File: src/rtl/led_sequencer.sv
// led_sequencer: per-channel LED mode controller for two board LEDs
// (ch0 = red, ch1 = green). Commands arrive over a valid/ready handshake,
// are held for one clock in a pending register, then applied to the target
// channel. Each channel runs OFF / ON / BLINK / BURST timing from a shared
// millisecond-scale prescaler tick.
module led_sequencer #(
  parameter int CLK_HZ  = 50_000_000,
  parameter int TICK_HZ = 1000,
  parameter int PER_W   = 12,
  parameter int CNT_W   = 8
) (
  input  logic             clk,
  input  logic             rst,
  input  logic             cmd_valid,
  output logic             cmd_ready,
  input  logic             cmd_chan,
  input  logic [1:0]       cmd_mode,
  input  logic [PER_W-1:0] cmd_half,
  input  logic [CNT_W-1:0] cmd_count,
  input  logic [1:0]       en,
  output logic [1:0]       led_out,
  output logic [1:0]       busy,
  output logic [1:0]       done
);

  localparam int TICK_DIV = CLK_HZ / TICK_HZ;
  localparam int PRE_W    = (TICK_DIV > 1) ? $clog2(TICK_DIV) : 1;

  localparam logic [1:0] MODE_OFF   = 2'b00;
  localparam logic [1:0] MODE_ON    = 2'b01;
  localparam logic [1:0] MODE_BLINK = 2'b10;
  localparam logic [1:0] MODE_BURST = 2'b11;

  typedef enum logic [1:0] {
    S_OFF = 2'd0,
    S_ON  = 2'd1,
    S_HI  = 2'd2,
    S_LO  = 2'd3
  } state_t;

  // ---------------------------------------------------------------------
  // Shared prescaler
  // ---------------------------------------------------------------------
  logic [PRE_W-1:0] r_presc;
  logic             w_tick;

  assign w_tick = (r_presc == PRE_W'(TICK_DIV - 1));

  // Free-running timebase; commands never disturb it.
  always_ff @(posedge clk or posedge rst) begin
    if (rst) begin
      r_presc <= '0;
    end else if (w_tick) begin
      r_presc <= '0;
    end else begin
      r_presc <= r_presc + 1'b1;
    end
  end

  // ---------------------------------------------------------------------
  // Command stage: one pending slot, applied on the following edge
  // ---------------------------------------------------------------------
  logic             r_pend_valid;
  logic             r_pend_chan;
  logic [1:0]       r_pend_mode;
  logic [PER_W-1:0] r_pend_half;
  logic [CNT_W-1:0] r_pend_count;
  logic             w_accept;

  assign cmd_ready = ~r_pend_valid;
  assign w_accept  = cmd_valid & ~r_pend_valid;

  // Capture an accepted command; the slot empties itself one clock later.
  always_ff @(posedge clk or posedge rst) begin
    if (rst) begin
      r_pend_valid <= 1'b0;
      r_pend_chan  <= 1'b0;
      r_pend_mode  <= MODE_OFF;
      r_pend_half  <= '0;
      r_pend_count <= '0;
    end else begin
      r_pend_valid <= w_accept;
      if (w_accept) begin
        r_pend_chan  <= cmd_chan;
        r_pend_mode  <= cmd_mode;
        r_pend_half  <= cmd_half;
        r_pend_count <= cmd_count;
      end
    end
  end

  // ---------------------------------------------------------------------
  // Per-channel FSMs
  // ---------------------------------------------------------------------
  logic [1:0] w_led_q;

  genvar gi;
  generate
    for (gi = 0; gi < 2; gi++) begin : g_chan
      state_t           r_state,  w_state_next;
      logic [PER_W-1:0] r_phase,  w_phase_next;
      logic [PER_W-1:0] r_half,   w_half_next;
      logic [CNT_W-1:0] r_flash,  w_flash_next;
      logic             r_burst,  w_burst_next;
      logic             r_done,   w_done_next;
      logic             w_apply;
      logic             w_last;

      assign w_apply = r_pend_valid && (r_pend_chan == 1'(gi));
      // r_half is never 0, so half-1 cannot wrap.
      assign w_last  = (r_phase == (r_half - 1'b1));

      // Channel state register.
      always_ff @(posedge clk or posedge rst) begin
        if (rst) begin
          r_state <= S_OFF;
          r_phase <= '0;
          r_half  <= PER_W'(1);
          r_flash <= '0;
          r_burst <= 1'b0;
          r_done  <= 1'b0;
        end else begin
          r_state <= w_state_next;
          r_phase <= w_phase_next;
          r_half  <= w_half_next;
          r_flash <= w_flash_next;
          r_burst <= w_burst_next;
          r_done  <= w_done_next;
        end
      end

      // Next state: a command apply overrides any tick-driven transition.
      always_comb begin
        w_state_next = r_state;
        w_phase_next = r_phase;
        w_half_next  = r_half;
        w_flash_next = r_flash;
        w_burst_next = r_burst;
        w_done_next  = 1'b0;

        if (w_apply) begin
          w_phase_next = '0;
          w_flash_next = r_pend_count;
          w_half_next  = (r_pend_half == '0) ? PER_W'(1) : r_pend_half;
          w_burst_next = 1'b0;
          case (r_pend_mode)
            MODE_OFF:   w_state_next = S_OFF;
            MODE_ON:    w_state_next = S_ON;
            MODE_BLINK: w_state_next = S_HI;
            MODE_BURST: begin
              if (r_pend_count != '0) begin
                w_state_next = S_HI;
                w_burst_next = 1'b1;
              end else begin
                // Empty burst completes immediately.
                w_state_next = S_OFF;
                w_done_next  = 1'b1;
              end
            end
            default:    w_state_next = S_OFF;
          endcase
        end else if (w_tick && ((r_state == S_HI) || (r_state == S_LO))) begin
          if (w_last) begin
            w_phase_next = '0;
            if (r_state == S_HI) begin
              w_state_next = S_LO;
            end else if (r_burst && (r_flash == CNT_W'(1))) begin
              // Last flash's off-time has elapsed: burst finished.
              w_flash_next = '0;
              w_state_next = S_OFF;
              w_burst_next = 1'b0;
              w_done_next  = 1'b1;
            end else begin
              if (r_burst) begin
                w_flash_next = r_flash - 1'b1;
              end
              w_state_next = S_HI;
            end
          end else begin
            w_phase_next = r_phase + 1'b1;
          end
        end
      end

      assign w_led_q[gi] = (r_state == S_ON) || (r_state == S_HI);
      assign busy[gi]    = r_burst;
      assign done[gi]    = r_done;
    end
  endgenerate

  assign led_out = w_led_q & en;

endmodule

File: config.mk
export PLATFORM = sky130hd
export DESIGN_NAME = led_sequencer
export DESIGN_NICKNAME = d
export VERILOG_FILES = /design/src/rtl/led_sequencer.sv
export SDC_FILE = /design/constraint.sdc
export NUM_CORES = 1
export LEC_CHECK = 0
export CORE_MARGIN = 2
export CORE_UTILIZATION = 53
export DETAILED_ROUTE_END_ITERATION = 10
export GPL_ROUTABILITY_DRIVEN = 0
export PLACE_DENSITY = 0.72
export SETUP_SLACK_MARGIN = 0.15
export SLEW_MARGIN = 25
export SYNTH_ARGS = -nofsm -noshare
export SYNTH_HDL_FRONTEND = slang
export SYNTH_SLANG_ARGS = --single-unit
File: constraint.sdc
create_clock -name clk -period 4.8 [get_ports clk]
set_input_delay 0.96 -clock clk [delete_from_list [all_inputs] [get_ports clk]]
set_output_delay 0.96 -clock clk [all_outputs]
set_load 0.03 [all_outputs]
---- Yosys cells after proc, flatten, opt, wreduce, memory -nomap -nowiden ----
Cells that the tools add are included.
Widths: inputs -> output; s select.
storage, ports and cells
  input bits .............................. 28
  word-level logic and storage cells ...... 128
  memories kept ........................... 0
  memory bits (read-only) ................. 0
  RAM bits ................................ 0
  latch bits .............................. 0
  register bits after elaboration ......... 112
operators by class
  mux-type cells .......................... 56
  add/subtract/negate cells ............... 7
  $lt $le $gt $ge ......................... 0
  bitwise logic cells ..................... 4
  shift-type cells ........................ 0
  equal/unequal tests ..................... 16
  reduce and logical (&&, ||, !) cells .... 27
  div/mod/pow operators ................... 0
  $mul .................................... 0
operators by type and width
  operator               count
  $mux 8                 12
  $mux 12                7
  $add 12x1->12 const B  2
  $eq 12x12->1           2
  $mux 1                 24
  $sub 12x1->12 const B  2
  $mux 2                 11
  $add 16x1->16 const B  1
  $eq 16x16->1 const B   1
  $eq 8x1->1 const B     2
  $mux 16                1
  $reduce_and 4->1       4
  $sub 8x1->8 const B    2
  $eq 2x2->1 const B     6
  $logic_not 12->1       1
  $reduce_bool 2->1      6
  $pmux 2 s4             1
  $reduce_bool 8->1      1
  $eq 2x1->1 const B     3
  $logic_and 1x1->1      6
  $reduce_bool 3->1      2
  $logic_or 1x1->1       4
  $ne 2x2->1 const B     2
  $reduce_and 2->1       2
  other kinds (4)        5

---- Depth between registers and ports, before layout ----
Gate-level depths: netlist of the first run.
  word-level depth ........................ 7
  gate-level depth with buffers ........... 12
  gate-level depth less buffers ........... 9

---- Worst setup path before layout of the first run ----
Ideal clock, no wire load.
  path type ............................... register to register
  start ................................... register g_chan[0].r_half[0]
  end ..................................... register g_chan[0].r_burst
  required time ........................... 4680 ps
  path buffers ............................ 2
  stages on the path, launching flop included .. 12
  slack ................................... 1746 ps
  data arrival time ....................... 2934 ps
  period minus slack after synthesis ...... 3054 ps
  cells stage by stage .................... dfstp_2 > clkbuf_1 > inv_1 > ha_1 > or3b_1 > clkbuf_1 > o41ai_1 > o41ai_1 > a211oi_2 > nand4_4 > or4_4 > a31o_1
between the ends
  longest elaborated chain between the ends .. 4
RTL lines
  what                         line  text
  from (decl)                  102   logic [PER_W-1:0] r_half, w_half_next;
  from (signal assigned)       125   r_half <= w_half_next;
  $sub 12x1->12                111   assign w_last = (r_phase == (r_half - 1'b1));
  $eq 12x12->1                 111
  $reduce_bool 2->1 (no line)  n/a
  $reduce_and 4->1 (no line)   n/a
  to (signal assigned)         127   r_burst <= w_burst_next;
  to (decl)                    104   logic r_burst, w_burst_next;
Every way passes these cells.
A chain may end at the register's enable or synchronous reset.

---- Final worst setup path of the first run ----
  start ................................... register g_chan[0].r_half[1]
  end ..................................... register g_chan[0].r_flash[6]
between the ends
  longest elaborated chain between the ends .. 4
RTL lines
  what                         line  text
  $sub 12x1->12                111
  $eq 12x12->1                 111
  $reduce_bool 2->1 (no line)  n/a
  $reduce_and 4->1 (no line)   n/a
  to (signal assigned)         126   r_flash <= w_flash_next;
  to (decl)                    103   logic [CNT_W-1:0] r_flash, w_flash_next;
Every way passes these cells.

==> results of run 1 <==
[through the flow]
| step | hold WS, ns | instance area, um^2 | std cells | setup slack (ns) | util (%) |
|---|---|---|---|---|---|
| after floorplan | 0.433 | 6410 | 704 | 0.884 | - |
| after global routing | 0.482 | 7130 | 874 | 1.06 | 59.9 |
| after CTS | 0.465 | 7130 | 874 | 1.36 | 59.9 |
| after detailed placement | 0.456 | 6850 | 858 | 1.35 | 57.5 |
| after global placement | 0.447 | 6840 | 858 | 1.57 | 57.4 |
| final | 0.465 | 7130 | 874 | 1.35 | 59.9 |
[final cells by class]
class,count,area [um^2],area share (%)
multi-input combinational,533,3370,47.2
inverter,24,92.6,1.30
clock buffer,12,236,3.32
tap,147,184,2.58
clock inverter,4,47.5,0.667
timing repair buffer,42,400,5.61
sequential,112,2810,39.3
[critical path, cell delays in order (launching register included)]
cell	delay, ns
sky130_fd_sc_hd__dfrtp_1	0.45
sky130_fd_sc_hd__inv_1	0.10
sky130_fd_sc_hd__ha_1	0.27
sky130_fd_sc_hd__or3b_1	0.47
sky130_fd_sc_hd__o41ai_1	0.38
sky130_fd_sc_hd__o41ai_1	0.15
sky130_fd_sc_hd__a211oi_2	0.31
sky130_fd_sc_hd__nand4_1	0.51
sky130_fd_sc_hd__or4_1	0.65
sky130_fd_sc_hd__nand3_1	0.10
[registers in the layout, indices dropped and copies added (netlist names)]
signal	flops
r_pend_half	12
r_pend_mode	2
g_chan.r_burst	2
g_chan.r_phase	24
g_chan.r_half	24
r_presc	16
g_chan.r_flash	16
r_pend_valid	1
g_chan.r_state	4
r_pend_chan	1
g_chan.r_done	2
r_pend_count	8
[path summary, 6_finish.rpt]
kind / endpoint / slack (ns)
max reg2reg: g_chan[0].r_flash[6] / 1.35
min reg2reg: r_presc[0] / 0.47
max: g_chan[0].r_flash[6] / 1.35
min in group asynchronous: g_chan[1].r_flash[1] / 1.12
min: r_presc[0] / 0.47
max in group asynchronous: g_chan[1].r_half[0] / 2.76
[logic make-up (layout without fill, tap and decap cells)]
kind of cell             count (synthesis)  after routing
AND/OR/NAND/NOR                        334            334
AO/OA/AOI/OAI                          108            108
multiplexers                            24             24
XOR/XNOR                                54             54
adder cells (fa/ha/maj)                 13             13
buffers and inverters                   59             82
flip-flops                             112            112
[cells in the final DEF, fill, tap and decap left out, drive strengths merged, types with 22 or more instances in the layout]
master / n
mux2: 22
nand2: 119
nor2: 55
xor2: 27
clkdlybuf4s50: 34
dfrtp: 110
inv: 24
nor3: 24
xnor2: 27
nand3: 33
o21ai: 31
[report_power, final]
group	switching [W]	internal (W)
sequential	0.000195	0.00109
combinational	0.000421	0.000335
clock	0.000350	0.000405
total	0.000966	0.00183
[Yosys cell counts (8+ instances only)]
cell type,instances
sky130_fd_sc_hd__nor2_1,55
sky130_fd_sc_hd__nand2_1,119
sky130_fd_sc_hd__nor3_1,24
sky130_fd_sc_hd__nand3_1,32
sky130_fd_sc_hd__or4_1,10
sky130_fd_sc_hd__nor2b_1,9
sky130_fd_sc_hd__xor2_1,27
sky130_fd_sc_hd__inv_1,24
sky130_fd_sc_hd__xnor2_1,27
sky130_fd_sc_hd__a21oi_1,18
sky130_fd_sc_hd__o21ai_0,24
sky130_fd_sc_hd__nor4_1,19
sky130_fd_sc_hd__nand4_1,10
sky130_fd_sc_hd__dfrtp_1,110
sky130_fd_sc_hd__clkbuf_1,24
sky130_fd_sc_hd__ha_1,13
sky130_fd_sc_hd__and3_1,8
sky130_fd_sc_hd__a31oi_1,12
sky130_fd_sc_hd__mux2_2,22
[routing by layer]
metal / global-route usage (%) / wire length [um]
met1: 33.7 / 6900
met2: 38.6 / 7090
met3: 3.03 / 571
met4: 11.2 / 451
met5: 0 / 0
==> qor.tcl, run 1 <==
set qor(post-route-drc-count) 0
set qor(chipWidth_um) 114
set qor(cts.clk_slew.worst_paths_ns) 0.07
set qor(ys_async_sr_fraction_pct) 100
set qor(area_leader_netlist) {sky130_fd_sc_hd__dfrtp_1}
set qor(cts_num_sinks) 112
set qor(synth_seq_cells) 112
set qor(crit-reg2reg-launch) {g_chan[0].r_half[1]}
set qor(number_of_cells_traversed_by_the_worst_register_to_register_path) 9
set qor(ant_nets) 0
set qor(run_status) {completed}
set qor(crit_required_ns) 5.10
set qor(initial_core_util_pct) 53.8
set qor(drtPass1Iterations) 5
set qor(dominant_cells_by_area_after_synthesis) {sky130_fd_sc_hd__dfrtp_1, sky130_fd_sc_hd__nand2_1, sky130_fd_sc_hd__mux2_2}
set qor(setup_viol_count_final) 0
set qor(number_of_gates_resized_after_cts) 0
set qor(critical_path_class) {register to register}
set qor(power_density_nw_per_um2) 392
set qor(vias) 5288
set qor(timing.critical_path.arrival_ns) 3.75
set qor(grt_util_all_layers_pct) 24.4
set qor(final_net_count) 763
set qor(area_enclosed_by_the_die_boundary_um2) 13000
set qor(floorplan.core_area_um2) 11900
set qor(synth_edf_count) 0
set qor(timing_max_transition_violations_final) 0
set qor(cp_max_fo) 13
set qor(ir_drop_uv) 232
set qor(min_path_type) {register to register}
set qor(cts.root.buffer_cell) {sky130_fd_sc_hd__clkbuf_16}
set qor(placement_rows) 40
set qor(cts_tree) {yes}
set qor(detailedPlacementHpwl_um) 10600
set qor(finalHoldViolCount) 0
set qor(initialDrtViolationCount) 412
set qor(port_buffers) 34
set qor(slew_headroom_pct) 44.5
set qor(drive_above_1_share_pct) 9.08
set qor(totalPowerFinal_w) 0.00280
set qor(floorplan.die.height_um) 114
set qor(period_minus_slack_ns) 3.45
set qor(layout_worst_path_cycle_share_pct) 72.0
set qor(startpoint_type) {register}
set qor(postSynthAreaPerCell_um2) 9.11
set qor(yosys.area_share.adder_pct) 2.54
set qor(syn_area_um2) 6410
set qor(worstSetupStartpoint) {g_chan[0].r_half[1]}
set qor(timing.max_cap.violations) 0
set qor(nFillCells) 1049
set qor(setup_repair_after_global_routing_missed_its_margin) {no}
set qor(n_antenna_cell) 0
set qor(tritoncts.num_buffers) 9
set qor(antenna_found_initial) 0
set qor(cts_htree_levels) 3
set qor(achievable-frequency_mhz) 289
set qor(xor_xnor_fraction_of_synth_area_pct) 7.38
set qor(overflow) 0
set qor(ys_dominant_reg_cell) {sky130_fd_sc_hd__dfrtp_1}
set qor(area_growth_pct) 11.2
set qor(synth_seq_area_share_pct) 43.8
set qor(synthesis.nets) 745
set qor(min_from) {r_presc[0]}
set qor(grt_pass1_vias) 5060
set qor(postCtsSetupBuffers) 0
set qor(holdPathStages) 1
set qor(dominant_combinational_cell_family_by_area_after_synthesis) {simple AND/OR/NAND/NOR gates}
set qor(synth_compound_gate_area_share_pct) 11.3
set qor(wl_um) 15000
set qor(yosys_warnings) 0
set qor(clk_path_buf_depth) 2
set qor(top_level_ports) 35
set qor(global_route_wire_length_before_repair_um) 25100
set qor(netlist_instances) 704
set qor(largest_net_degree_at_the_start_of_global_routing) 67
set qor(synth.lib_cells_used.distinct) 70
set qor(worstSetupEndpointType) {register}
set qor(finalSetupTns_ns) 0
set qor(timing_worst_slew_pin_value_ns) 0.832
set qor(post_synth_and_or_nand_nor_area_fraction_pct) 26.8
set qor(total_leakage_power_nw) 2.97
set qor(detail_route.vias_per_cell) 6.05
set qor(final.setup_skew_ns) 0.00792
set qor(synth.mux.area_fraction_pct) 4.18
set qor(hold_buffers) 0
set qor(synth_top_cell_area_share_pct) 42.9
set qor(worstSkewPairLatency_ns) 0.36
set qor(avgRoutedWirePerCell_um) 17.2
Note: power is estimated with default switching activity, not from simulation.
==> inputs of run 2 (changes only) <==
==> constraint.sdc (replaced) <==
create_clock -name clk -period 3.4 [get_ports clk]
set_input_delay 0.68 -clock clk [delete_from_list [all_inputs] [get_ports clk]]
set_output_delay 0.68 -clock clk [all_outputs]
set_load 0.03 [all_outputs]
==> qor.tcl, run 2 (same netlist as run 1, synthesis figures left out) <==
set qor(wl_um) 15000 ;# about the same
set qor(crit_required_ns) 3.65 ;# was 5.10 ns
set qor(period_minus_slack_ns) 3.10 ;# was 3.45 ns
set qor(detailedPlacementHpwl_um) 10500 ;# was 10600 um
set qor(placement_rows) 40 ;# unchanged
set qor(layout_top_registers) {g_chan.r_half: 24 flops, g_chan.r_phase: 24 flops} ;# unchanged
set qor(power_density_nw_per_um2) 557 ;# was 392 nW/um^2
set qor(timing_worst_slew_pin_value_ns) 1.03 ;# was 0.832 ns
set qor(cts_htree_levels) 3 ;# unchanged
set qor(grt_util_all_layers_pct) 24.0 ;# was 24.4%
set qor(layout_worst_path_cycle_share_pct) 91.1 ;# was 72.0%
set qor(finalHoldViolCount) 0 ;# unchanged
set qor(detail_route.vias_per_cell) 6.04 ;# was 6.05
set qor(antenna_found_initial) 0 ;# unchanged
set qor(floorplan.die.height_um) 114 ;# unchanged
set qor(largest_net_degree_at_the_start_of_global_routing) 113 ;# was 67
set qor(n_antenna_cell) 0 ;# unchanged
set qor(area_enclosed_by_the_die_boundary_um2) 13000 ;# unchanged
set qor(cts_tree) {yes} ;# unchanged
set qor(final_net_count) 768 ;# was 763
set qor(tritoncts.num_buffers) 9 ;# unchanged
set qor(worstSkewPairLatency_ns) 0.36 ;# about the same
set qor(grt_pass1_vias) 5076 ;# was 5060
set qor(cts_num_sinks) 112 ;# unchanged
set qor(critical_path.top_delay_family) {simple AND/OR/NAND/NOR gates} ;# unchanged
set qor(clock_power_share_pct) 28.0 ;# was 27.0%
set qor(setup_repair_after_global_routing_missed_its_margin) {no} ;# unchanged
set qor(min_path_type) {register to register} ;# unchanged
set qor(area_growth_pct) 12.6 ;# was 11.2%
set qor(drive_above_1_share_pct) 10.4 ;# was 9.08%
set qor(timing_max_transition_violations_final) 0 ;# unchanged
set qor(achievable-frequency_mhz) 323 ;# was 289 MHz
set qor(finalSetupTns_ns) 0 ;# unchanged
set qor(cts.clk_slew.worst_paths_ns) 0.07 ;# about the same
set qor(initialDrtViolationCount) 354 ;# was 412
set qor(mostFrequentLayoutCell) {sky130_fd_sc_hd__nand2_1} ;# unchanged
set qor(overflow) 0 ;# unchanged
set qor(hold_buffers) 0 ;# unchanged
set qor(ir_drop_uv) 283 ;# was 232 uV
set qor(initial_core_util_pct) 53.8 ;# unchanged
set qor(drtPass1Iterations) 5 ;# unchanged
set qor(clk_path_buf_depth) 2 ;# unchanged
set qor(critical_path_buf_inv_count) 1 ;# unchanged
set qor(post-route-drc-count) 0 ;# unchanged
set qor(switching_share_pct) 34.3 ;# was 34.6%
set qor(global_route_wire_length_before_repair_um) 24900 ;# was 25100 um
set qor(cp_cell_sequence) {inv_1 -> ha_2 -> or3b_4 -> o41ai_2 -> o41ai_1 -> a211oi_2 -> nand4_4 -> or4_4 -> a31o_1} ;# was inv_1 -> ha_1 -> or3b_1 -> o41ai_1 -> o41ai_1 -> a211oi_2 -> nand4_1 -> or4_1 -> nand3_1
set qor(critical_path_class) {register to register} ;# unchanged
set qor(chipWidth_um) 114 ;# unchanged
set qor(power.internal_w) 0.00264 ;# was 0.00183 W
set qor(pwr-share-comb_pct) 26.9 ;# was 27.0%
set qor(slew_headroom_pct) 31.6 ;# was 44.5%
set qor(cts.root.buffer_cell) {sky130_fd_sc_hd__clkbuf_16} ;# unchanged
set qor(worst_hold_slack_ns) 0.462 ;# was 0.465 ns
set qor(timing.critical_path.arrival_ns) 3.35 ;# was 3.75 ns
set qor(critical-path-slowest-cell) {sky130_fd_sc_hd__or4_4} ;# was sky130_fd_sc_hd__or4_1
set qor(total_leakage_power_nw) 3.01 ;# was 2.97 nW
set qor(timing.max_cap.violations) 0 ;# unchanged
set qor(setup_viol_count_final) 0 ;# unchanged
set qor(worstSetupEndpointType) {register} ;# unchanged
set qor(run_status) {completed} ;# unchanged
set qor(seq_power_share_pct) 45.0 ;# was 46.0%
set qor(avgRoutedWirePerCell_um) 17.1 ;# was 17.2 um
set qor(startpoint_type) {register} ;# unchanged
set qor(final.setup_skew_ns) 0.00824 ;# was 0.00792 ns
set qor(power.switching_w) 0.00138 ;# was 0.000966 W
set qor(cp_max_fo) 7 ;# was 13
set qor(port_buffers) 34 ;# unchanged
set qor(floorplan.core_area_um2) 11900 ;# unchanged
set qor(top_level_ports) 35 ;# unchanged
set qor(nFillCells) 1011 ;# was 1049
set qor(most-common-layout-cells) {sky130_fd_sc_hd__nand2_1, sky130_fd_sc_hd__dfrtp_1, sky130_fd_sc_hd__nor2_1, sky130_fd_sc_hd__clkdlybuf4s50_1, sky130_fd_sc_hd__nand3_1} ;# unchanged
set qor(ant_nets) 0 ;# unchanged
set qor(vias) 5313 ;# was 5288
set qor(critPathMaxStageDelay_ns) 0.56 ;# was 0.65 ns
[run 2: cell types whose count changed in the layout (fill, tap and decap cells not counted), moves of 2 or more]
cell and change:
sky130_fd_sc_hd__buf_4 +4, sky130_fd_sc_hd__clkbuf_1 -3, sky130_fd_sc_hd__clkinv_4 +2, sky130_fd_sc_hd__clkbuf_8 +2
[run 2: what timing repair did]
action                                 in CTS  in global routing
setup endpoints to repair                   0                  6
buffers inserted                            0                  2
endpoints found under the hold margin       0                  0
resized for setup                           0                  3
[run 2: per-layer routing]
metal / vias to the layer above / routed length [um] / GRT usage [%]
met1: 2560 / 6840 / 32.7
met5: - / 0 / 0
li1: 2564 / - / -
met2: 158 / 7080 / 38.4
met4: 0 / 386 / 8.70
met3: 31 / 692 / 4.84
[run 2: layout make-up]
cell class / instances / area, um^2 / area share (%)
Clock buffer: 11 / 253 / 3.50
Clock inverter: 5 / 63.8 / 0.884
Inverter: 24 / 93.8 / 1.30
Multi-Input combinational cell: 533 / 3370 / 46.7
Sequential cell: 112 / 2810 / 38.8
Tap cell: 147 / 184 / 2.55
Timing Repair Buffer: 47 / 450 / 6.24
[run 2: power by group through the flow]
stage / logic [W] / registers, W / clock network [W]
6_report: 0.00108 / 0.00181 / 0.00113
5_1_grt: 0.00121 / 0.00185 / 0.00120
4_1_cts: 0.00107 / 0.00180 / 0.00114
3_5_place_dp: 0.00106 / 0.00183 / 0
3_3_place_gp: 0.00102 / 0.00182 / 0
2_1_floorplan: 0.000879 / 0.00172 / 0
[run 2: worst paths after layout]
kind	startpoint	endpoint	slack (ns)	cells past startpoint
worst max register to register	g_chan[0].r_half[1]	g_chan[0].r_burst	0.30	9
worst min register to register	r_presc[0]	r_presc[0]	0.46	1
max in group asynchronous	rst	g_chan[0].r_half[1]	2.09	3
worst min-delay path	r_presc[0]	r_presc[0]	0.46	1
worst max-delay path	g_chan[0].r_half[1]	g_chan[0].r_burst	0.30	9
min in group asynchronous	rst	g_chan[0].r_phase[9]	0.81	3
[run 2: through the flow]
step | instances | worst slack [ns] | util [%] | instance area, um^2 | power, W
6_report | 879 | 0.302 | 60.6 | 7220 | 0.00402
5_1_grt | 879 | 0.151 | 60.6 | 7220 | 0.00426
4_1_cts | 877 | 0.215 | 60.4 | 7190 | 0.00402
3_5_place_dp | 861 | 0.220 | 57.7 | 6880 | 0.00289
3_3_place_gp | 861 | 0.338 | 57.7 | 6880 | 0.00284
2_1_floorplan | 704 | 0.346 | - | 6410 | 0.00260
